--- src/rtl/envelope_smoother_pkg.sv ---
// Shared constants for the envelope smoothing block: sample format and saturation value.
package envelope_smoother_pkg;

  localparam int unsigned DataW    = 32;
  localparam int unsigned FracBits = 29;
  localparam logic [DataW-1:0] SatValue = 32'h7FFF_FFFF;

  function automatic int unsigned log2_ceil(input int unsigned value);
    int unsigned res;
    res = 0;
    while ((32'd1 << res) < value) begin
      res++;
    end
    return res;
  endfunction

endpackage

--- src/rtl/envelope_smoother_if.sv ---
// Envelope sample input, FIFO read side and status of the envelope smoother.
interface envelope_smoother_if #(
  parameter int unsigned DATA_W     = 32,
  parameter int unsigned FIFO_DEPTH = 32
);
  localparam int unsigned LevelW = $clog2(FIFO_DEPTH) + 1;

  logic [DATA_W-1:0] in_data;
  logic              in_valid;
  logic              rd_en;
  logic [DATA_W-1:0] rd_data;
  logic              rd_valid;
  logic              empty;
  logic              full;
  logic [LevelW-1:0] level;
  logic              overflow;
  logic              ovf_clr;

  modport master (
    output in_data, in_valid, rd_en, ovf_clr,
    input  rd_data, rd_valid, empty, full, level, overflow
  );

  modport slave (
    input  in_data, in_valid, rd_en, ovf_clr,
    output rd_data, rd_valid, empty, full, level, overflow
  );
endinterface

--- src/rtl/envelope_smoother_sync_fifo.sv ---
// Synchronous FIFO with registered read; a push into a full FIFO without a pop is dropped.
module envelope_smoother_sync_fifo #(
  parameter int unsigned WIDTH = 32,
  parameter int unsigned DEPTH = 32
) (
  input  logic                     clk_i,
  input  logic                     rst_i,
  input  logic                     push_i,
  input  logic [WIDTH-1:0]         push_data_i,
  input  logic                     pop_i,
  output logic [WIDTH-1:0]         pop_data_o,
  output logic                     pop_valid_o,
  output logic                     empty_o,
  output logic                     full_o,
  output logic [$clog2(DEPTH):0]   level_o,
  output logic                     drop_o
);
  localparam int unsigned AddrW = $clog2(DEPTH);

  logic [WIDTH-1:0] mem_q [DEPTH];
  logic [AddrW-1:0] wr_ptr_q, rd_ptr_q;
  logic [AddrW:0]   count_q;
  logic             do_push, do_pop;

  always_comb begin
    empty_o = (count_q == '0);
    full_o  = (count_q == (AddrW + 1)'(DEPTH));
    level_o = count_q;
    do_pop  = pop_i && !empty_o;
    // A pop frees the head slot this edge, so a push into a full FIFO is still taken.
    do_push = push_i && (!full_o || do_pop);
    drop_o  = push_i && full_o && !do_pop;
  end

  always_ff @(posedge clk_i) begin
    if (rst_i) begin
      wr_ptr_q    <= '0;
      rd_ptr_q    <= '0;
      count_q     <= '0;
      pop_data_o  <= '0;
      pop_valid_o <= 1'b0;
    end else begin
      pop_valid_o <= do_pop;
      if (do_pop) begin
        pop_data_o <= mem_q[rd_ptr_q];
        rd_ptr_q   <= rd_ptr_q + 1'b1;
      end
      if (do_push) begin
        wr_ptr_q <= wr_ptr_q + 1'b1;
      end
      if (do_push && !do_pop) begin
        count_q <= count_q + 1'b1;
      end else if (do_pop && !do_push) begin
        count_q <= count_q - 1'b1;
      end
    end
  end

  always_ff @(posedge clk_i) begin
    if (do_push) begin
      mem_q[wr_ptr_q] <= push_data_i;
    end
  end

endmodule

--- src/rtl/envelope_smoother.sv ---
// Power-of-two moving average over the envelogram, queued in a FIFO for the CPU.
// Optional running peak output enabled by defining ENV_SMOOTHER_PEAK_EN.
module envelope_smoother
  import envelope_smoother_pkg::*;
#(
  parameter int unsigned WIN_LEN    = 16,
  parameter int unsigned FIFO_DEPTH = 32,
  parameter int unsigned DATA_W     = DataW
) (
  input  logic              CLK,
  input  logic              RST,
`ifdef ENV_SMOOTHER_PEAK_EN
  output logic [DATA_W-1:0] peak_value,
  input  logic              peak_clr,
`endif
  envelope_smoother_if.slave bus
);
  localparam int unsigned WinLog2 = log2_ceil(WIN_LEN);
  localparam int unsigned SmpW    = DATA_W - 1;
  localparam int unsigned AccW    = SmpW + WinLog2;

  // Sanitised samples are non-negative, so the sign bit is never stored.
  logic [SmpW-1:0]    hist_q [WIN_LEN];
  logic [SmpW-1:0]    smp, old_smp;
  logic [WinLog2-1:0] ptr_q;
  logic [WinLog2:0]   fill_q;
  logic [AccW-1:0]    acc_q, acc_d;
  logic               acc_valid_q, avg_valid_q;
  logic [DATA_W-1:0]  avg_q;
  logic               fifo_drop;
  logic               overflow_q;

  always_comb begin
    smp     = bus.in_data[DATA_W-1] ? '1 : bus.in_data[SmpW-1:0];
    old_smp = fill_q[WinLog2] ? hist_q[ptr_q] : '0;
    acc_d   = acc_q + AccW'(smp) - AccW'(old_smp);
  end

  always_ff @(posedge CLK) begin
    if (RST) begin
      acc_q       <= '0;
      ptr_q       <= '0;
      fill_q      <= '0;
      acc_valid_q <= 1'b0;
      avg_valid_q <= 1'b0;
      avg_q       <= '0;
    end else begin
      acc_valid_q <= bus.in_valid;
      avg_valid_q <= acc_valid_q;
      if (bus.in_valid) begin
        acc_q <= acc_d;
        ptr_q <= ptr_q + 1'b1;
        if (!fill_q[WinLog2]) begin
          fill_q <= fill_q + 1'b1;
        end
      end
      if (acc_valid_q) begin
        avg_q <= DATA_W'(acc_q >> WinLog2);
      end
    end
  end

  always_ff @(posedge CLK) begin
    if (bus.in_valid) begin
      hist_q[ptr_q] <= smp;
    end
  end

  // A drop in the same cycle as a clear keeps the flag set.
  always_ff @(posedge CLK) begin
    if (RST) begin
      overflow_q <= 1'b0;
    end else if (fifo_drop) begin
      overflow_q <= 1'b1;
    end else if (bus.ovf_clr) begin
      overflow_q <= 1'b0;
    end
  end

  assign bus.overflow = overflow_q;

`ifdef ENV_SMOOTHER_PEAK_EN
  logic [DATA_W-1:0] peak_q;

  always_ff @(posedge CLK) begin
    if (RST) begin
      peak_q <= '0;
    end else if (avg_valid_q && (peak_clr || (avg_q > peak_q))) begin
      peak_q <= avg_q;
    end else if (peak_clr) begin
      peak_q <= '0;
    end
  end

  assign peak_value = peak_q;
`endif

  envelope_smoother_sync_fifo #(
    .WIDTH (DATA_W),
    .DEPTH (FIFO_DEPTH)
  ) u_fifo (
    .clk_i       (CLK),
    .rst_i       (RST),
    .push_i      (avg_valid_q),
    .push_data_i (avg_q),
    .pop_i       (bus.rd_en),
    .pop_data_o  (bus.rd_data),
    .pop_valid_o (bus.rd_valid),
    .empty_o     (bus.empty),
    .full_o      (bus.full),
    .level_o     (bus.level),
    .drop_o      (fifo_drop)
  );

endmodule

--- src/flat_wrapper.sv ---
// flat-port wrapper written by rule: the top's interface ports become plain ports
module envelope_smoother_flat import envelope_smoother_pkg::*;
#(
  parameter int unsigned WIN_LEN    = 16,
  parameter int unsigned FIFO_DEPTH = 32,
  parameter int unsigned DATA_W     = DataW
)
  (CLK, RST, bus_in_data, bus_in_valid, bus_rd_en, bus_ovf_clr, bus_rd_data, bus_rd_valid, bus_empty, bus_full, bus_level, bus_overflow);
  envelope_smoother_if #(.DATA_W(DATA_W), .FIFO_DEPTH(FIFO_DEPTH)) bus_i ();
  input  logic CLK;
  input  logic RST;
  input wire logic [$bits(bus_i.in_data)-1:0] bus_in_data;
  input wire logic [$bits(bus_i.in_valid)-1:0] bus_in_valid;
  input wire logic [$bits(bus_i.rd_en)-1:0] bus_rd_en;
  input wire logic [$bits(bus_i.ovf_clr)-1:0] bus_ovf_clr;
  output wire logic [$bits(bus_i.rd_data)-1:0] bus_rd_data;
  output wire logic [$bits(bus_i.rd_valid)-1:0] bus_rd_valid;
  output wire logic [$bits(bus_i.empty)-1:0] bus_empty;
  output wire logic [$bits(bus_i.full)-1:0] bus_full;
  output wire logic [$bits(bus_i.level)-1:0] bus_level;
  output wire logic [$bits(bus_i.overflow)-1:0] bus_overflow;
  assign bus_i.in_data = bus_in_data;
  assign bus_i.in_valid = bus_in_valid;
  assign bus_i.rd_en = bus_rd_en;
  assign bus_i.ovf_clr = bus_ovf_clr;
  assign bus_rd_data = bus_i.rd_data;
  assign bus_rd_valid = bus_i.rd_valid;
  assign bus_empty = bus_i.empty;
  assign bus_full = bus_i.full;
  assign bus_level = bus_i.level;
  assign bus_overflow = bus_i.overflow;
  envelope_smoother #(.WIN_LEN(WIN_LEN), .FIFO_DEPTH(FIFO_DEPTH), .DATA_W(DATA_W)) u_core (.CLK(CLK), .RST(RST), .bus(bus_i));
endmodule
--- config.mk ---
export PLATFORM = sky130hd
export DESIGN_NAME = envelope_smoother_flat
export DESIGN_NICKNAME = d
export VERILOG_FILES = /design/src/rtl/envelope_smoother_pkg.sv /design/src/rtl/envelope_smoother_if.sv /design/src/rtl/envelope_smoother_sync_fifo.sv /design/src/rtl/envelope_smoother.sv /design/src/flat_wrapper.sv
export SDC_FILE = /design/constraint.sdc
export NUM_CORES = 1
export LEC_CHECK = 0
export ABC_AREA = 1
export CAP_MARGIN = 0
export CORE_ASPECT_RATIO = 0.8
export CORE_UTILIZATION = 30
export DETAILED_ROUTE_END_ITERATION = 6
export PLACE_DENSITY = 0.44
export SYNTH_ARGS = -nofsm -noshare
export SYNTH_HDL_FRONTEND = slang
export SYNTH_SLANG_ARGS = --single-unit
--- constraint.sdc ---
create_clock -name CLK -period 3 [get_ports CLK]
set_input_delay 0.45 -clock CLK [delete_from_list [all_inputs] [get_ports CLK]]
set_output_delay 0.45 -clock CLK [all_outputs]
set_load 0.05 [all_outputs]
# [Yosys cells after proc, flatten, opt, wreduce, memory -nomap -nowiden]
# Memories as Yosys holds them, arrays and structs flattened. A register that Yosys moved wholly into a read port is not among the register bits.
# Cells that the tools add are included.
[op_classes] add_sub_neg=8 n_mux=13 n_eq_ne=1 bitwise_logic=1 n_reduce_logical=15
[op_table] op="31-bit 2-to-1 mux" n=2
[op_table] op="35-bit by 31-bit adder with 35-bit output" n=1
[op_table] op="35-bit by 31-bit subtractor with 35-bit output" n=1
[op_table] op="5-bit by 1-bit adder with 5-bit output (second input constant)" n=3
[op_table] op="6-bit 2-to-1 mux" n=2
[op_table] op="4-bit 2-to-1 mux" n=2
[op_table] op="6-bit by 1-bit adder with 6-bit output (second input constant)" n=1
[op_table] op="6-bit == test (second input constant)" n=1
[op_table] op="1-bit logical AND" n=6
[op_table] op="6-bit logical NOT" n=1
[op_table] op="1-bit 2-to-1 mux" n=6
[op_table] op="6-bit by 1-bit subtractor with 6-bit output (second input constant)" n=1
[op_table] op="5-bit 2-to-1 mux" n=1
[op_table] op="4-bit by 1-bit adder with 4-bit output (second input constant)" n=1
[op_table] op="1-bit logical NOT" n=4
[op_table] op="2-bit nonzero test" n=2
[op_table] op="2-bit AND reduction" n=1
[op_table] op="1-bit logical OR" n=1
[op_table] op="1-bit NOT" n=1
[totals] output_inout_bits=42 register_bits=127 n_memories=2 input_bits=37 ramBits=1488
[mem_list] name="u_core.u_fifo.mem_q" depth=32 word_bits=31 read_ports=1 rd_ports_with_merged_regs=1 write_ports=1 line="envelope_smoother_sync_fifo.sv:20" rtl="logic [WIDTH-1:0] mem_q [DEPTH];"
[mem_list] name="u_core.hist_q" depth=16 word_bits=31 read_ports=1 rd_ports_with_merged_regs=1 write_ports=1 line="envelope_smoother.sv:23" rtl="logic [SmpW-1:0] hist_q [WIN_LEN];"

# [Longest topological paths before layout]
[depth] depth_word=9 depth_mapped=24 depth_no_buf=21

# [Cells and area by module]
# From an unflattened synthesis, not the netlist that was laid out.
[unflattened] hier_cells=6509 hier_area_um2=70279.9
[modules_own_cells] mod="envelope_smoother_sync_fifo" area_per_inst_um2=44777.9 n_inst=1 seq_area_each_um2=31730.4 cells_each=4187
[modules_own_cells] mod="envelope_smoother" area_per_inst_um2=25502.0 n_inst=1 seq_area_each_um2=16535.9 cells_each=2322

# [Least setup slack after synthesis]
# OpenSTA, ideal clock, no wires.
[synth_path] path_type="reg-to-reg" startpoint="reg u_core.u_fifo.count_q[5] (netlist: u_core.u_fifo.level_o[5])" endpoint="reg u_core.u_fifo.count_q[5] (netlist: u_core.u_fifo.level_o[5])" path_buffers=1 path_stages_with_launch=16 required_ns=2.868 path_slack_ns=-0.963 arrival_ns=3.831 synth_period_minus_slack_ns=3.963 setup_time_ns=0.132 path_cell_list="dfxtp_1 -> inv_1 -> nor3_1 -> a21boi_0 -> buf_2 -> ha_1 -> inv_1 -> ha_1 -> a21oi_1 -> nand2_1 -> nand2_1 -> nand2_1 -> a21oi_1 -> nor2_1 -> o21ai_0 -> a21oi_1"
[synth_between] word_cells_on_any_way=16 classes_between="add/sub: 2; eq/ne: 1; mux: 2; reduce/logical: 11"
[synth_rtl] element="start: declaration" line="envelope_smoother_sync_fifo.sv:22" rtl="logic [AddrW:0] count_q;"
[synth_rtl] element="start signal: assignment" line="envelope_smoother_sync_fifo.sv:52" rtl="count_q <= count_q + 1'b1;"
[synth_rtl] element="start signal: assignment" line="envelope_smoother_sync_fifo.sv:54" rtl="count_q <= count_q - 1'b1;"
[synth_rtl] element="6-bit == test (*)" line="envelope_smoother_sync_fifo.sv:27" rtl="full_o = (count_q == (AddrW + 1)'(DEPTH));"
[synth_rtl] element="via bus_full" line="flat_wrapper.sv:19" rtl="output wire logic [$bits(bus_i.full)-1:0] bus_full;"
[synth_rtl] element="1-bit logical NOT (*)" line="envelope_smoother_sync_fifo.sv:31" rtl="do_push = push_i && (!full_o || do_pop);"
[synth_rtl] element="1-bit logical OR (*)" line="envelope_smoother_sync_fifo.sv:31"
[synth_rtl] element="1-bit logical AND (*)" line="envelope_smoother_sync_fifo.sv:31"
[synth_rtl] element="via u_core.u_fifo.do_push" line="envelope_smoother_sync_fifo.sv:23" rtl="logic do_push, do_pop;"
[synth_rtl] element="1-bit logical NOT" line="envelope_smoother_sync_fifo.sv:53" rtl="end else if (do_pop && !do_push) begin"
[synth_rtl] element="1-bit logical AND" line="envelope_smoother_sync_fifo.sv:53"
[synth_rtl] element="2-bit nonzero test (no line)"
# The timed path passes the listed nets; every way through them passes the cells marked *. The select of a mux whose other input is x is not followed.
# A chain may end at the register's enable or synchronous reset.

==> flow_summary.ini <==
[floorplanning]
placementRows = 154
start_util = 0.303
io_pins = 79
dieArea_um2 = 225000
fp.coreArea_um2 = 221000
die_y_um = 424
die_x_um = 530

[sta]
period_needed_ns = 3.54
clock.fmax_mhz = 283
relSlewSlack = 0.210
fin_crit_sh = 1.18
grt_setup_unrepaired = yes
worst_pin_slew_ns = 1.18
fin_ws_ns = -0.539
report.final.slew_viol_count = 0
skew_ns = 0.0606
hold_viol_final = 0
setup_viol = 32
finalSetupTns_ns = -13.82

[status]
violations = negative setup slack
status = complete, but fails checks

[logic_synthesis]
yosysWarnings = 0
synth-async-reset-ratio = 0
syn_inst = 5655
synth_nets = 5774
avgSynthCellArea_um2 = 11.8
yosysSeqAreaShare = 0.708
ys_ff_latch = 1618
synth-edff-count = 1488
synthFlopType = edfxtp_1
syn-cell-area_um2 = 66800
synthDistinctLibCells = 36

[place]
numPortBuffers = 77
dpl.hpwl_um = 126000
gp_congestion = 0.880

[global_route]
grt_pass1_vias = 43800
grt_overflow = 0
grt_pass1_wl_um = 313000
grt_usage = 0.192
grt_max_degree = 135
antenna_found_initial = 3

[clocking]
cts_sinks = 1618
cts_tree = built
ctsHtreeMaxLevel = 4
path_clk_slew_ns = 0.06
cts_buffers = 174
cts.hold.buffers_added = 0
clk_path_buf_depth = 3
clockRootBuffer = clkbuf_16
clock_latency_ns = 0.85

[critical_path]
crit_required_ns = 3.72
worstPathArrival_ns = 4.26
crit_type = register to register
crit_path_start_kind = register
cp_max_fo = 18
critPathCaptureType = register

[detailed_routing]
dr_total_vias = 45600
drt_first_pass_iters = 7
drt-total-wl_um = 218000
final_antenna_net_count = 0
via_per_inst = 5.00
avgRoutedWirePerCell_um = 23.9
drt_iter0_markers = 4979
drc = 0

[layout]
fin_util = 0.370
syn2layout_area_growth_pct = 22.2
num-nets-final = 6135
fill_cells = 21400
layout-drive-gt1-share = 0.154
seqCellArea_um2 = 47300
multi_input_area_um2 = 17800

[power_and_ir_drop]
power_frac_seq = 0.420
power_uw = 60700
swShare = 0.312
clockPowerShare = 0.346
switchingPower_uw = 18900
powerDensity_nw_per_um2 = 743
p_int_uw = 41700
leakage_uw = 0.0282
power_frac_comb = 0.234
vdd_drop_max_uv = 633

[flow_run]
maxCapViolCount = 0

[min_path]
holdCritPathClass = input pin to register
==> metrics by stage <==
step	setup WS (ns)	std cells	hold slack (ns)	cell area, µm²
2_1_floorplan	-0.443	5655	0.455	66800
3_3_place_gp	-0.947	8781	0.456	74800
3_5_place_dp	-0.910	8781	0.458	74800
4_1_cts	-0.522	9103	0.0322	81000
5_1_grt	-0.743	9122	0.0688	81600
6_report	-0.539	9122	0.0708	81600
==> what timing repair did <==
item	4_1_cts	5_1_grt
resized for setup	152	124
gates cloned	2	8
buffers inserted	3	10
endpoints found under the setup margin	34	34
pin swaps	16	30
==> layer usage <==
| metal | track usage | part of all wire | routed length [µm] |
|---|---|---|---|
| met3 | 0.0295 | 0.059 | 12800 |
| met5 | 0 | 0 | 0 |
| met1 | 0.295 | 0.50 | 108000 |
| met4 | 0.0415 | 0.018 | 3970 |
| met2 | 0.280 | 0.43 | 93300 |
==> power by group through the flow <==
stage / Clock, µW / Combinational, µW / Sequential (µW)
after floorplan: 0 / 7580 / 26500
after global placement: 0 / 13300 / 25900
after detailed placement: 0 / 13300 / 25900
after CTS: 21500 / 13900 / 25500
after global routing: 22300 / 15700 / 25500
final: 21000 / 14200 / 25500
==> critical path, cell delays in order, from the launching register on <==
cell and delay, ns:
dfxtp_4 0.43, inv_8 0.08, buf_8 0.16, bufbuf_16 0.29, o21ai_0 0.15, o22ai_1 0.08, o211ai_1 0.17, a21oi_1 0.10
buf_4 0.15, fa_1 0.48, inv_1 0.07, ha_4 0.30, nand2_1 0.10, buf_4 0.16, nor2_4 0.13, nand2_1 0.09
nor2_1 0.13, nor2_1 0.07, nand3_1 0.08, nand3_1 0.08, nand2_1 0.08, inv_1 0.04
==> final timing paths <==
path / from / to / slack [ns] / cells after the start
min: RST / u_core.u_fifo.rd_ptr_q[4]$_SDFFE_PP0P_ / 0.07 / 4
min reg2reg: u_core.u_fifo.pop_data_o[19]$_SDFFE_PP0P_ / u_core.u_fifo.pop_data_o[19]$_SDFFE_PP0P_ / 0.46 / 2
max reg2reg: register / u_core.acc_q[29]$_SDFFE_PP0P_ / -0.54 / 21
max: register / u_core.acc_q[29]$_SDFFE_PP0P_ / -0.54 / 21
==> registers in the layout, indices dropped and copies added (netlist names), named ones only <==
signal / cells
u_core.u_fifo.wr_ptr_q: 5
u_core.u_fifo.pop_data_o: 31
u_core.bus.overflow: 1
u_core.avg_q: 31
u_core.u_fifo.pop_valid_o: 1
u_core.u_fifo.rd_ptr_q: 5
u_core.hist_q: 496
u_core.u_fifo.level_o: 6
u_core.ptr_q: 4
u_core.u_fifo.mem_q: 992
u_core.avg_valid_q: 1
u_core.fill_q: 5
u_core.acc_valid_q: 1
u_core.acc_q: 35
==> synth_stat cells, types with 96 or more instances <==
cell	instances	area [µm²]
a21oi_1	232	1160
buf_2	96	480
clkbuf_1	204	766
dfxtp_1	130	2600
edfxtp_1	1488	44700
inv_1	366	1370
nand2_1	554	2080
nand3_1	248	1240
nor2_1	953	3580
o211ai_1	163	1220
o21ai_0	668	3340
o21ai_1	152	761
o22ai_1	110	688
==> cells by family after synthesis <==
logic type | Yosys count | synth area share
simple gates | 1792 | 0.107
other cells | 1 | 0.0000561
flops | 1618 | 0.708
xor+xnor | 22 | 0.00288
fa+ha+maj | 82 | 0.0190
compound gates | 1422 | 0.120
buf+inv | 718 | 0.0438
==> layout by cell type, fill, tap and decap left out, types with 54 or more instances in the layout <==
master / instances
clkbuf_16: 181
inv_1: 349
o211ai_1: 163
nor2_4: 54
nor2_1: 880
edfxtp_1: 1488
nand3_1: 238
o21ai_0: 622
o22ai_1: 110
dfxtp_1: 120
clkdlybuf4s50_1: 72
buf_4: 315
buf_12: 112
nand2_1: 512
a21oi_1: 193
o221ai_1: 82
o21ai_1: 194
==> area by class of cell <==
| cell class | count | share of cell area |
|---|---|---|
| sequential | 1618 | 0.579 |
| multi-input combinational | 3319 | 0.218 |
| timing repair buffer | 532 | 0.0726 |
| clock buffer | 215 | 0.0556 |
| tap | 2964 | 0.0454 |
| inverter | 371 | 0.0174 |
| clock inverter | 102 | 0.0115 |
| antenna | 1 | 0.0000306 |
Note: power is estimated with default switching activity, not from simulation.
